### src/rtl/uart_tx_fifo.sv
// Byte FIFO that paces writes into a busy-less UART transmitter.
// Define UART_TX_FIFO_OVF_EN to build the sticky overflow flag.
module uart_tx_fifo #(
  parameter int DEPTH           = 16,
  parameter int CHAR_GAP_CYCLES = 4800
) (
  input  logic                     clk,
  input  logic                     rst_n,
  input  logic                     wr_en,
  input  logic [7:0]               wr_data,
  output logic                     full,
  output logic                     empty,
  output logic [$clog2(DEPTH):0]   level,
  output logic                     idle,
  output logic                     uart_we,
  output logic [7:0]               uart_data,
  output logic                     ovf,
  input  logic                     ovf_clr
);

  localparam int AW = $clog2(DEPTH);
  localparam int LW = AW + 1;
  localparam int GW = $clog2(CHAR_GAP_CYCLES) + 1;

  typedef enum logic {
    IDLE,
    GAP
  } state_t;

  state_t        state;
  state_t        state_nx;
  logic [AW-1:0] wr_ptr;
  logic [AW-1:0] rd_ptr;
  logic [LW-1:0] cnt;
  logic [GW-1:0] gap;
  logic [GW-1:0] gap_nx;
  logic [7:0]    mem [DEPTH];
  logic          we_nx;
  logic [7:0]    data_nx;
  logic          pop;
  logic          push;

  assign full  = (cnt == LW'(DEPTH));
  assign empty = (cnt == '0);
  assign level = cnt;
  assign idle  = empty & (state == IDLE) & ~uart_we;
  // a pop frees a slot in the same cycle, so a full FIFO still takes it
  assign push  = wr_en & (~full | pop);

  always_comb begin
    state_nx = state;
    gap_nx   = gap;
    we_nx    = 1'b0;
    data_nx  = uart_data;
    pop      = 1'b0;
    unique case (state)
      IDLE: begin
        if (!empty) begin
          we_nx    = 1'b1;
          data_nx  = mem[rd_ptr];
          pop      = 1'b1;
          gap_nx   = GW'(CHAR_GAP_CYCLES - 1);
          state_nx = GAP;
        end
      end
      GAP: begin
        if (gap == '0) state_nx = IDLE;
        else gap_nx = gap - GW'(1);
      end
    endcase
  end

  always_ff @(posedge clk or negedge rst_n) begin
    if (!rst_n) begin
      state     <= IDLE;
      gap       <= '0;
      uart_we   <= 1'b0;
      uart_data <= 8'h00;
      wr_ptr    <= '0;
      rd_ptr    <= '0;
      cnt       <= '0;
    end else begin
      state     <= state_nx;
      gap       <= gap_nx;
      uart_we   <= we_nx;
      uart_data <= data_nx;
      if (push) wr_ptr <= wr_ptr + AW'(1);
      if (pop) rd_ptr <= rd_ptr + AW'(1);
      cnt <= cnt + LW'(push) - LW'(pop);
    end
  end

  always_ff @(posedge clk) begin
    if (push) mem[wr_ptr] <= wr_data;
  end

`ifdef UART_TX_FIFO_OVF_EN
  logic ovf_q;

  always_ff @(posedge clk or negedge rst_n) begin
    if (!rst_n) ovf_q <= 1'b0;
    else if (wr_en & full & ~pop) ovf_q <= 1'b1;
    else if (ovf_clr) ovf_q <= 1'b0;
  end

  assign ovf = ovf_q;
`else
  logic unused_ovf_clr;

  assign unused_ovf_clr = ovf_clr;
  assign ovf = 1'b0;
`endif

endmodule
### config.mk
export PLATFORM = sky130hd
export DESIGN_NAME = uart_tx_fifo
export DESIGN_NICKNAME = d
export VERILOG_FILES = /design/src/rtl/uart_tx_fifo.sv
export SDC_FILE = /design/constraint.sdc
export NUM_CORES = 1
export LEC_CHECK = 0
export CORE_MARGIN = 1.5
export CORE_UTILIZATION = 45
export CTS_CLUSTER_DIAMETER = 50
export CTS_CLUSTER_SIZE = 28
export DETAILED_ROUTE_END_ITERATION = 8
export HOLD_SLACK_MARGIN = 0.03
export SYNTH_ARGS = -nofsm -noshare
export SYNTH_HDL_FRONTEND = slang
export SYNTH_SLANG_ARGS = --single-unit
export TNS_END_PERCENT = 30
### constraint.sdc
create_clock -name clk -period 8.1 [get_ports clk]
set_clock_uncertainty 0.05 [all_clocks]
set_input_delay 1.62 -clock clk [delete_from_list [all_inputs] [get_ports clk]]
set_output_delay 1.62 -clock clk [all_outputs]
set_load 0.03 [all_outputs]
# == After elaboration in Yosys (flattened, before gate mapping) ==
# Memories as Yosys holds them, arrays and structs flattened. A register that Yosys moved wholly into a read port is not among the register bits.
# Cells that the tools add are included.
# op_classes
addsub,5
n_eq_ne,3
n_mux,9
n_bitwise,8
n_reduce_logical,5
# ops
operator,count
14-bit 2-to-1 mux,2
14-bit one-hot mux with 2 select lines,1
14-bit zero test,1
"14-bit by 1-bit subtractor with 14-bit output, second input constant",1
"4-bit by 1-bit adder with 4-bit output, second input constant",2
5-bit by 1-bit adder with 5-bit output,1
"5-bit == test, second input constant",1
5-bit zero test,1
1-bit 2-to-1 mux,5
5-bit by 1-bit subtractor with 5-bit output,1
"2-bit != test, second input constant",2
1-bit inverter,4
2-bit AND reduction,2
1-bit AND,3
1-bit one-hot mux with 2 select lines,1
1-bit zero test,1
1-bit bitwise OR,1
# word_totals
regBits,29
mem_bits_rw,128
in_bits,12
word_cells,37
memories,1
# memory_table
memory,words,width,rd,rd_ports_with_merged_regs,write_ports,line_no,source
mem,16,8,1,1,1,37,logic [7:0] mem [DEPTH];

# == Logic depth before layout (Yosys ltp) ==
# Gate-level depths: netlist of run 1.
# depth
ltp_word,7
mapped_depth,16

# == Least setup slack after synthesis of run 1 ==
# OpenSTA, ideal clock, no wires.
# synth_timing
path_type,register to output
start,"register cnt[3], in the netlist level[3]"
end,output port idle
t_arrival_ns,1.930
required_ns,6.430
path_slack_ns,4.500
path_stages_with_launch,6
n_path_buf,0
path_cell_list,dfrtp_1 -> inv_1 -> ha_1 -> nor4b_4 -> or2b_1 -> nor2_1
# synth_via
elab_chain_cells,3
# synth_lines
item,line_no,source
"start, declared",34,logic [LW-1:0] cnt;
"start signal, assigned",89,cnt <= cnt + LW'(push) - LW'(pop);
5-bit zero test,44,assign empty = (cnt == '0);
via empty,12,"output logic empty,"
1-bit AND (2 in a row),46,assign idle = empty & (state == IDLE) & ~uart_we;
"end, declared",14,"output logic idle,"
# The timed path passes the listed nets, and every way through them passes these cells.

# == Final worst setup path of run 1 ==
# layout_timing
start,"register cnt[2], in the netlist level[2]"
end,output port idle
# layout_via
elab_chain_cells,3
# layout_lines
item,line_no
5-bit zero test,44
1-bit AND (2 in a row),46
# No other way between the ends.

==> results of run 1 <==
## synthesized netlist by cell type (2+ instances only)
cell type  count
xor2_1         2
ha_1          12
nand4_1        5
nand3_1        2
a21oi_1       10
mux2i_1       11
o31ai_1        4
buf_2          7
xnor2_1        8
inv_1         14
a221oi_1       8
nand2_1       16
nor4_2         3
or4_1          3
o21ai_0        5
edfxtp_1     128
a31oi_1        2
buf_1          4
buf_4          5
buf_6          2
o22ai_1        8
nor2_1        28
clkbuf_1       2
nand2b_1       5
and2_1         2
mux4_2        32
a211oi_1       2
dfrtp_1       37
nor3_1         5
nor3b_1        2
## kinds of logic after synthesis
kind of cell | after synthesis | synth area share
DFF | 165 | 0.696
and+or+nand+nor | 85 | 0.0707
AOI/OAI and AO/OA | 46 | 0.0466
muxes | 43 | 0.121
buffers and inverters | 36 | 0.0274
adders and majority gates | 13 | 0.0248
xor gates and xnor gates | 10 | 0.0128
other | 1 | 0.000547
## worst max-delay path, cell delays in order (launching register included)
cell and delay (ps):
dfrtp_1 410, inv_1 90, ha_1 170, nor4b_4 280, or2b_1 290, nor2_1 90
clkdlybuf4s50_1 670
## per-stage QoR
step / util / worst slack [ps] / area (um2) / hold WS, ps
2_1_floorplan: - / 4500 / 6850 / 434
3_3_place_gp: 0.494 / 4050 / 7260 / 466
3_5_place_dp: 0.494 / 4040 / 7260 / 487
4_1_cts: 0.534 / 3980 / 7850 / 496
5_1_grt: 0.534 / 3860 / 7850 / 536
6_report: 0.534 / 4020 / 7850 / 492
## metal layers
| layer | routed length (um) | up-vias | global-route usage |
|---|---|---|---|
| met5 | 0 | - | 0 |
| met4 | 199 | 0 | 0.0649 |
| met3 | 551 | 16 | 0.0456 |
| met2 | 6190 | 79 | 0.268 |
| met1 | 5910 | 1836 | 0.245 |
| li1 | - | 1623 | - |
## state kept, by name, indices dropped and copies added (netlist names)
register	count
mem	128
rd_ptr	4
level	5
uart_we	1
uart_data	8
state	1
wr_ptr	4
gap	14
## how the worst max path moves through the flow
| stage | end | slack (ps) | depth (start not counted) |
|---|---|---|---|
| after floorplan | idle | 4500 | 5 |
| after CTS | idle | 3980 | 6 |
| final | idle | 4020 | 6 |
| after global placement | level[4] | 4050 | 12 |
| after global routing | idle | 3860 | 6 |
| after detailed placement | level[4] | 4040 | 12 |
## power breakdown
group	total [W]	internal, W	leakage, nW	switching [W]
combinational	0.000284	0.000115	0.746	0.000169
sequential	0.00105	0.00101	1.59	0.0000479
clock	0.000784	0.000413	0.284	0.000371
## final cells by class
cell class,count,share of cell area
clock buffers,17,0.0542
inverters,15,0.00718
repair buffers,33,0.0395
multi-input cells,198,0.242
flip-flops and latches,165,0.608
well taps,184,0.0293
clock inverters,15,0.0201
==> qor.csv, run 1 <==
metric;value;unit
nets@finish;455;
Initial Utilization;0.466;
CP Launch Point;level[2];
post-synth top area cell;edfxtp_1;
Tot Pwr;0.00212;W
number of synthesized register bits;165;
vias in the first global route;3617;
Max-Cap Viols;0;
most common cell after layout, fill and taps aside;edfxtp_1;
area of the multi-input gates;1900;um2
Hold Path Sink;gap[10];
Final Wtd Congestion;0.755;
Die ar.;16000;um2
die width;126;um
top cells by area, synth;edfxtp_1 56%, dfrtp_1 14%, mux4_2 11%;
sequential-to-total area share from yosys stat;0.696;
PwrDens;270;nW/um2
status;finished clean;
f_max;245;MHz
syn_nets;424;
first-pass GRT wire length;20400;um
Worst-path clk slew;70;ps
Sequential Area;4770;um2
CTS Buf Count;17;
flop-to-flop setup slack;4910;ps
Setup Viol. Count Final;0;
DRC viols;0;
Leakage;2.62;nW
Detail Route Antenna Nets;0;
I/O pin cnt;30;
Cell Area, Synth;6850;um2
Cells after Synth;399;
Cell variety after synth;55;
synthesis warning total;0;
mean area per synthesized cell;17.2;um2
Worst Hold Class;flop to flop;
Fin. Hold Viols;0;
antenna violations before repair;0;
DP Wirelength;8150;um
r2r worst-path depth;14;
largest net degree at the start of global routing;38;
Primary FF master, synth;edfxtp_1;
CTS tree;built;
PostCTS Resize Cnt;0;
vias per cell;5.67;
First-pass DRT Iterations;4;
Setup CP Type;flop to output port;
Longest Clk Path Bufs;2;
wire per inst;20.5;um
worst skew pair latency;430;ps
layout cell share with drive strength beyond 1;0.194;
placed cell count;595;
CORE AREA;14700;um2
most frequent cells in the layout;128 x edfxtp_1, 36 x dfrtp_1, 32 x mux4_2;
number of synthesized flops with an enable pin;128;
vias;3554;
DR iter-0 viols;284;
fill count;1135;
R2R Path Start;level[2];
Slew @ Worst Pin;916;ps
fin cells;627;
Final min period;4080;ps
# Post-CTS Setup Buffers;0;
Req. time, crit path;6430;ps
Slew HR;0.387;
port bufs;27;
DRT Wirelength;12900;um
reg2reg end;level[4];
final max-slew violation count;0;
clk sinks;165;
CTS Hold Bufs;0;
Worst setup SP type;flop;
RSZ-0062 raised after global routing;no;
Tcrit/Tclk final;0.504;
htree depth;4;
Hold Startpoint;gap[10];
P&R area growth vs syn;14.5;%
WHS Path Cells;1;
Setup crit end kind;output port;
Row Count;44;
WP data arrival;2410;ps
Overall Global Routing Usage;0.175;
Clock Tree Root;clkbuf_16;
Synth async-reset ratio;0.224;
CP max FO;4;
Antenna Cells;0;
die height;126;um
Fin Setup TNS;0;ps
Synth top area share;0.561;
Remaining Overflow, GRT;0;
worst vdd ir;0.000163;V
(Power assumes the default switching activity.)
==> run 2: changes to the inputs <==
clock period = 4 ns   (was 8.1 ns; I/O delays follow)
==> run 2 against run 1 <==
Die area did not move. Via count fell by 0.62%. Critical path depth did not move. Global-route usage rose by 0.22 points. Sequential power rose by 100%. Register-to-register slack got worse by 3800 ps. Setup slack got worse by 3300 ps. Sequential cell count did not move. Sequential share of layout area fell by 0.66 points. Non-clock buffer count rose by 7.
==> qor.csv, run 2 (synthesis gave the netlist of run 1 again) <==
metric;value;unit
status;finished clean;
Longest Clk Path Bufs;2;
vias per cell;5.57;
PwrDens;556;nW/um2
wire per inst;20.2;um
DRT Wirelength;12800;um
NetSw;0.00113;W
Post-DP Area;7320;um2
DP Wirelength;8250;um
Antenna Cells;0;
Final min period;3230;ps
Max-Cap Viols;0;
vias in the first global route;3624;
Setup CP Type;flop to output port;
Largest Register;mem;
setup ws final;767;ps
Overall Global Routing Usage;0.177;
largest net degree at the start of global routing;38;
CORE AREA;14700;um2
Internal;0.00328;W
Clock Tree Root;clkbuf_16;
CP peak stage delay;670;ps
f_max;309;MHz
Tcrit/Tclk final;0.808;
Remaining Overflow, GRT;0;
CTS tree;built;
clock power share;0.383;
cell family with most CP delay;buffers and inverters;
worst vdd ir;0.000340;V
Req. time, crit path;3150;ps
final max-slew violation count;0;
DRC viols;0;
CP Cell Sequence;inv_1 -> ha_1 -> nor4b_4 -> or2b_1 -> nor2_1 -> clkdlybuf4s50_1;
Worst Hold Class;input pin to asynchronous set/reset pin;
Worst-path clk slew;70;ps
Hold WS;443;ps
Row Count;44;
CTS Buf Count;17;
first-pass GRT wire length;20600;um
I/O pin cnt;30;
Leakage;2.66;nW
Die ar.;16000;um2
fill count;1161;
most frequent cells in the layout;128 x edfxtp_1, 35 x dfrtp_1, 32 x mux4_2;
die height;126;um
Regs by FF count;mem: 128 flops, gap: 14 flops, uart_data: 8 flops;
power share of the sequential group;0.483;
worst skew pair latency;420;ps
Gate power share;0.134;
# Post-CTS Setup Buffers;0;
Fin. Hold Viols;0;
pre-CTS WS;752;ps
port bufs;27;
Final Wtd Congestion;0.765;
switching fraction of total power;0.256;
Slew @ Worst Pin;982;ps
Detail Route Antenna Nets;0;
First-pass DRT Iterations;5;
die width;126;um
layout cell share with drive strength beyond 1;0.209;
Largest register FFs;128;
CTS Hold Bufs;0;
PostCTS Resize Cnt;0;
Tot Pwr;0.00441;W
Buf/Inv on CP;2;
Worst setup SP type;flop;
clk sinks;165;
slowest CP cell;clkdlybuf4s50_1;
nets@finish;462;
WP data arrival;2380;ps
Initial Utilization;0.466;
CP max FO;4;
htree depth;4;
Setup crit end kind;output port;
P&R area growth vs syn;15.8;%
Slew HR;0.340;
antenna violations before repair;0;
Fin Setup TNS;0;ps
vias;3532;
Final Instance Area;7930;um2
RSZ-0062 raised after global routing;no;
DR iter-0 viols;261;
Setup Viol. Count Final;0;
most common cell after layout, fill and taps aside;edfxtp_1;
## run 2: final timing paths
check | startpoint | end | slack, ps | cells past startpoint
max | level[2] | idle | 770 | 6
min | rst_n | rd_ptr[0] | 440 | 1
max reg2reg | level[2] | level[4] | 1130 | 14
min reg2reg | gap[10] | gap[10] | 490 | 1
max in group asynchronous | rst_n | rd_ptr[1] | 2870 | 1
min in group clk | gap[10] | gap[10] | 490 | 1
## run 2: metal layers
| layer | part of all wire | track usage | vias to the layer above | routed length [um] |
|---|---|---|---|---|
| li1 | - | - | 1638 | - |
| met1 | 0.46 | 0.247 | 1803 | 5850 |
| met2 | 0.49 | 0.278 | 77 | 6250 |
| met3 | 0.041 | 0.0418 | 14 | 531 |
| met4 | 0.014 | 0.0609 | 0 | 173 |
| met5 | 0 | 0 | - | 0 |
## run 2: area by class of cell
| type | instances | area [um2] | area share |
|---|---|---|---|
| multi-input cells | 198 | 1900 | 0.239 |
| inverters | 15 | 56.3 | 0.00710 |
| well taps | 184 | 230 | 0.0290 |
| flip-flops and latches | 165 | 4770 | 0.601 |
| clock inverters | 15 | 191 | 0.0241 |
| clock buffers | 17 | 425 | 0.0536 |
| repair buffers | 40 | 363 | 0.0457 |
## run 2: worst reg2reg max path: cells and delay by family (launching register included)
| kind | cells | cell delay [ps] |
|---|---|---|
| AO/OA/AOI/OAI | 3 | 590 |
| XOR/XNOR | 1 | 130 |
| adder cells (fa/ha/maj) | 4 | 1040 |
| buffers and inverters | 5 | 360 |
| flip-flops | 1 | 380 |
| AND/OR/NAND/NOR | 1 | 250 |
## run 2: power by group through the flow
| stage | Sequential, W | Combinational (W) | Clock, W |
|---|---|---|---|
| after detailed placement | 0.00217 | 0.000594 | 0 |
| after global routing | 0.00215 | 0.000653 | 0.00181 |
| final | 0.00213 | 0.000590 | 0.00169 |
| after CTS | 0.00213 | 0.000599 | 0.00173 |
| after floorplan | 0.00218 | 0.000351 | 0 |
| after global placement | 0.00216 | 0.000573 | 0 |
## run 2: stage by stage
step / cells / util
after floorplan: 399 / -
after global placement: 602 / 0.498
after detailed placement: 602 / 0.498
after CTS: 634 / 0.540
after global routing: 634 / 0.540
final: 634 / 0.540
==> run 3: changes to the inputs <==
clock period = 2.7 ns   (was 4 ns; I/O delays follow)
==> run 3 against run 2 <==
Non-clock buffer count grew 16. Cell count grew 2.5%. Wire length grew 4.2%. Hold slack lost 260 ps. Register-to-register slack lost 920 ps. Combinational power grew 58%.
==> qor.csv, run 3 (synthesis gave the netlist of run 1 again) <==
metric;value;unit
status;finished clean;
switching fraction of total power;0.272;
Hold WS;184;ps
DRT Wirelength;13300;um
Setup Viol. Count Final;0;
CP peak stage delay;670;ps
power share of the sequential group;0.497;
htree depth;4;
PwrDens;792;nW/um2
wire per inst;20.5;um
CORE AREA;14700;um2
Slew HR;0.415;
setup ws final;108;ps
vias per cell;5.63;
antenna violations before repair;0;
DR WL met3;668;um
clock power share;0.357;
pre-CTS WS;77.7;ps
Initial Utilization;0.466;
Overall Global Routing Usage;0.185;
Row Count;44;
Worst-path clk slew;60;ps
Gate power share;0.146;
Setup crit end kind;output port;
Req. time, crit path;2110;ps
First-pass DRT Iterations;5;
worst skew pair latency;420;ps
NetSw;0.00174;W
first-pass GRT wire length;21400;um
Final Instance Area;8050;um2
metal1 wirelength;5970;um
Fin. Hold Viols;0;
Internal;0.00464;W
fill count;1161;
Top Metal Used;met4;
CTS Buf Count;17;
largest net degree at the start of global routing;38;
Regs by FF count;mem: 128 flops, gap: 14 flops, uart_data: 8 flops;
nets@finish;478;
P&R area growth vs syn;17.5;%
Remaining Overflow, GRT;0;
Longest Clk Path Bufs;2;
Leakage;2.75;nW
Setup CP Type;flop to output port;
CP Cell Sequence;inv_2 -> ha_2 -> and4bb_2 -> clkdlybuf4s50_1;
Final min period;2590;ps
Max-Cap Viols;0;
Worst Hold Class;input pin to asynchronous set/reset pin;
Detail Route Antenna Nets;0;
CP max FO;3;
slowest CP cell;clkdlybuf4s50_1;
WP data arrival;2000;ps
most frequent cells in the layout;128 x edfxtp_1, 34 x dfrtp_1, 32 x mux4_2;
Tcrit/Tclk final;0.960;
Clock Tree Root;clkbuf_16;
Final Wtd Congestion;0.754;
layout cell share with drive strength beyond 1;0.258;
RSZ-0062 raised after global routing;no;
final max-slew violation count;0;
DRC viols;0;
Largest register FFs;128;
I/O pin cnt;30;
CTS Hold Bufs;0;
most common cell after layout, fill and taps aside;edfxtp_1;
vias;3661;
worst vdd ir;0.000475;V
Largest Register;mem;
DP Wirelength;8500;um
clk sinks;165;
die width;126;um
Die ar.;16000;um2
CTS tree;built;
f_max;386;MHz
Post-DP Area;7500;um2
Antenna Cells;0;
vias in the first global route;3752;
Tot Pwr;0.00638;W
DR iter-0 viols;319;
port bufs;27;
Worst setup SP type;flop;
Slew @ Worst Pin;877;ps
die height;126;um
met2 WL;6580;um
[run 3: cell types whose count changed in the layout (fill, tap and decap cells not counted), moves of 2 or more]
cell	previous run	this run
buf_12	0	2
buf_4	13	27
bufinv_16	3	0
clkdlybuf4s50_1	26	24
ha_1	12	9
ha_4	0	2
inv_1	14	10
inv_2	1	4
inv_6	3	5
inv_8	3	5
[run 3: timing repair]
item / 4_1_cts / 5_1_grt
gates cloned: 0 / 0
setup buffers: 0 / 0
gates resized for setup: 3 / 3
pin swaps: 0 / 0
endpoints found under the hold margin: 0 / 0
endpoints found under the setup margin: 1 / 2
[run 3: critical path: cells and delay by family (launching register included)]
family        cells  cell delay, ps
buf+inv           2             730
fa+ha+maj         1             170
simple gates      1             250
flops             1             430
[run 3: power groups by stage]
stage	logic [W]	registers, W	clock network (W)
2_1_floorplan	0.000535	0.00324	0
3_5_place_dp	0.000942	0.00322	0
3_3_place_gp	0.000924	0.00320	0
4_1_cts	0.000950	0.00317	0.00233
5_1_grt	0.00105	0.00320	0.00243
6_report	0.000933	0.00317	0.00228
[run 3: path summary, 6_finish.rpt]
kind | slack, ps | startpoint | depth (start not counted) | end
worst min-delay path | 180 | rst_n | 1 | gap[13]
worst max register to register | 210 | level[3] | 14 | level[4]
worst max-delay path | 110 | level[3] | 4 | full
max in group asynchronous | 1800 | rst_n | 1 | rd_ptr[1]
worst min register to register | 510 | gap[10] | 1 | gap[10]
min in group clk | 510 | gap[10] | 1 | gap[10]
[run 3: per-stage QoR]
| stage | std cells | util | setup TNS [ps] |
|---|---|---|---|
| after floorplan | 399 | - | -343 |
| after global placement | 618 | 0.510 | 0 |
| after detailed placement | 618 | 0.510 | 0 |
| after CTS | 650 | 0.548 | 0 |
| after global routing | 650 | 0.548 | 0 |
| final | 650 | 0.548 | 0 |
[run 3: routing by layer]
layer / up-vias / track usage
met1: 1886 / 0.260
met3: 14 / 0.0451
met5: - / 0
met2: 85 / 0.291
met4: 0 / 0.0507
li1: 1676 / -
[run 3: layout make-up]
class,count,area [um2],area share
sequential,165,4770,0.593
inverter,15,58.8,0.00730
clock buffer,17,425,0.0528
clock inverter,15,134,0.0166
tap,184,230,0.0286
timing repair buffer,56,505,0.0628
multi-input combinational,198,1930,0.239
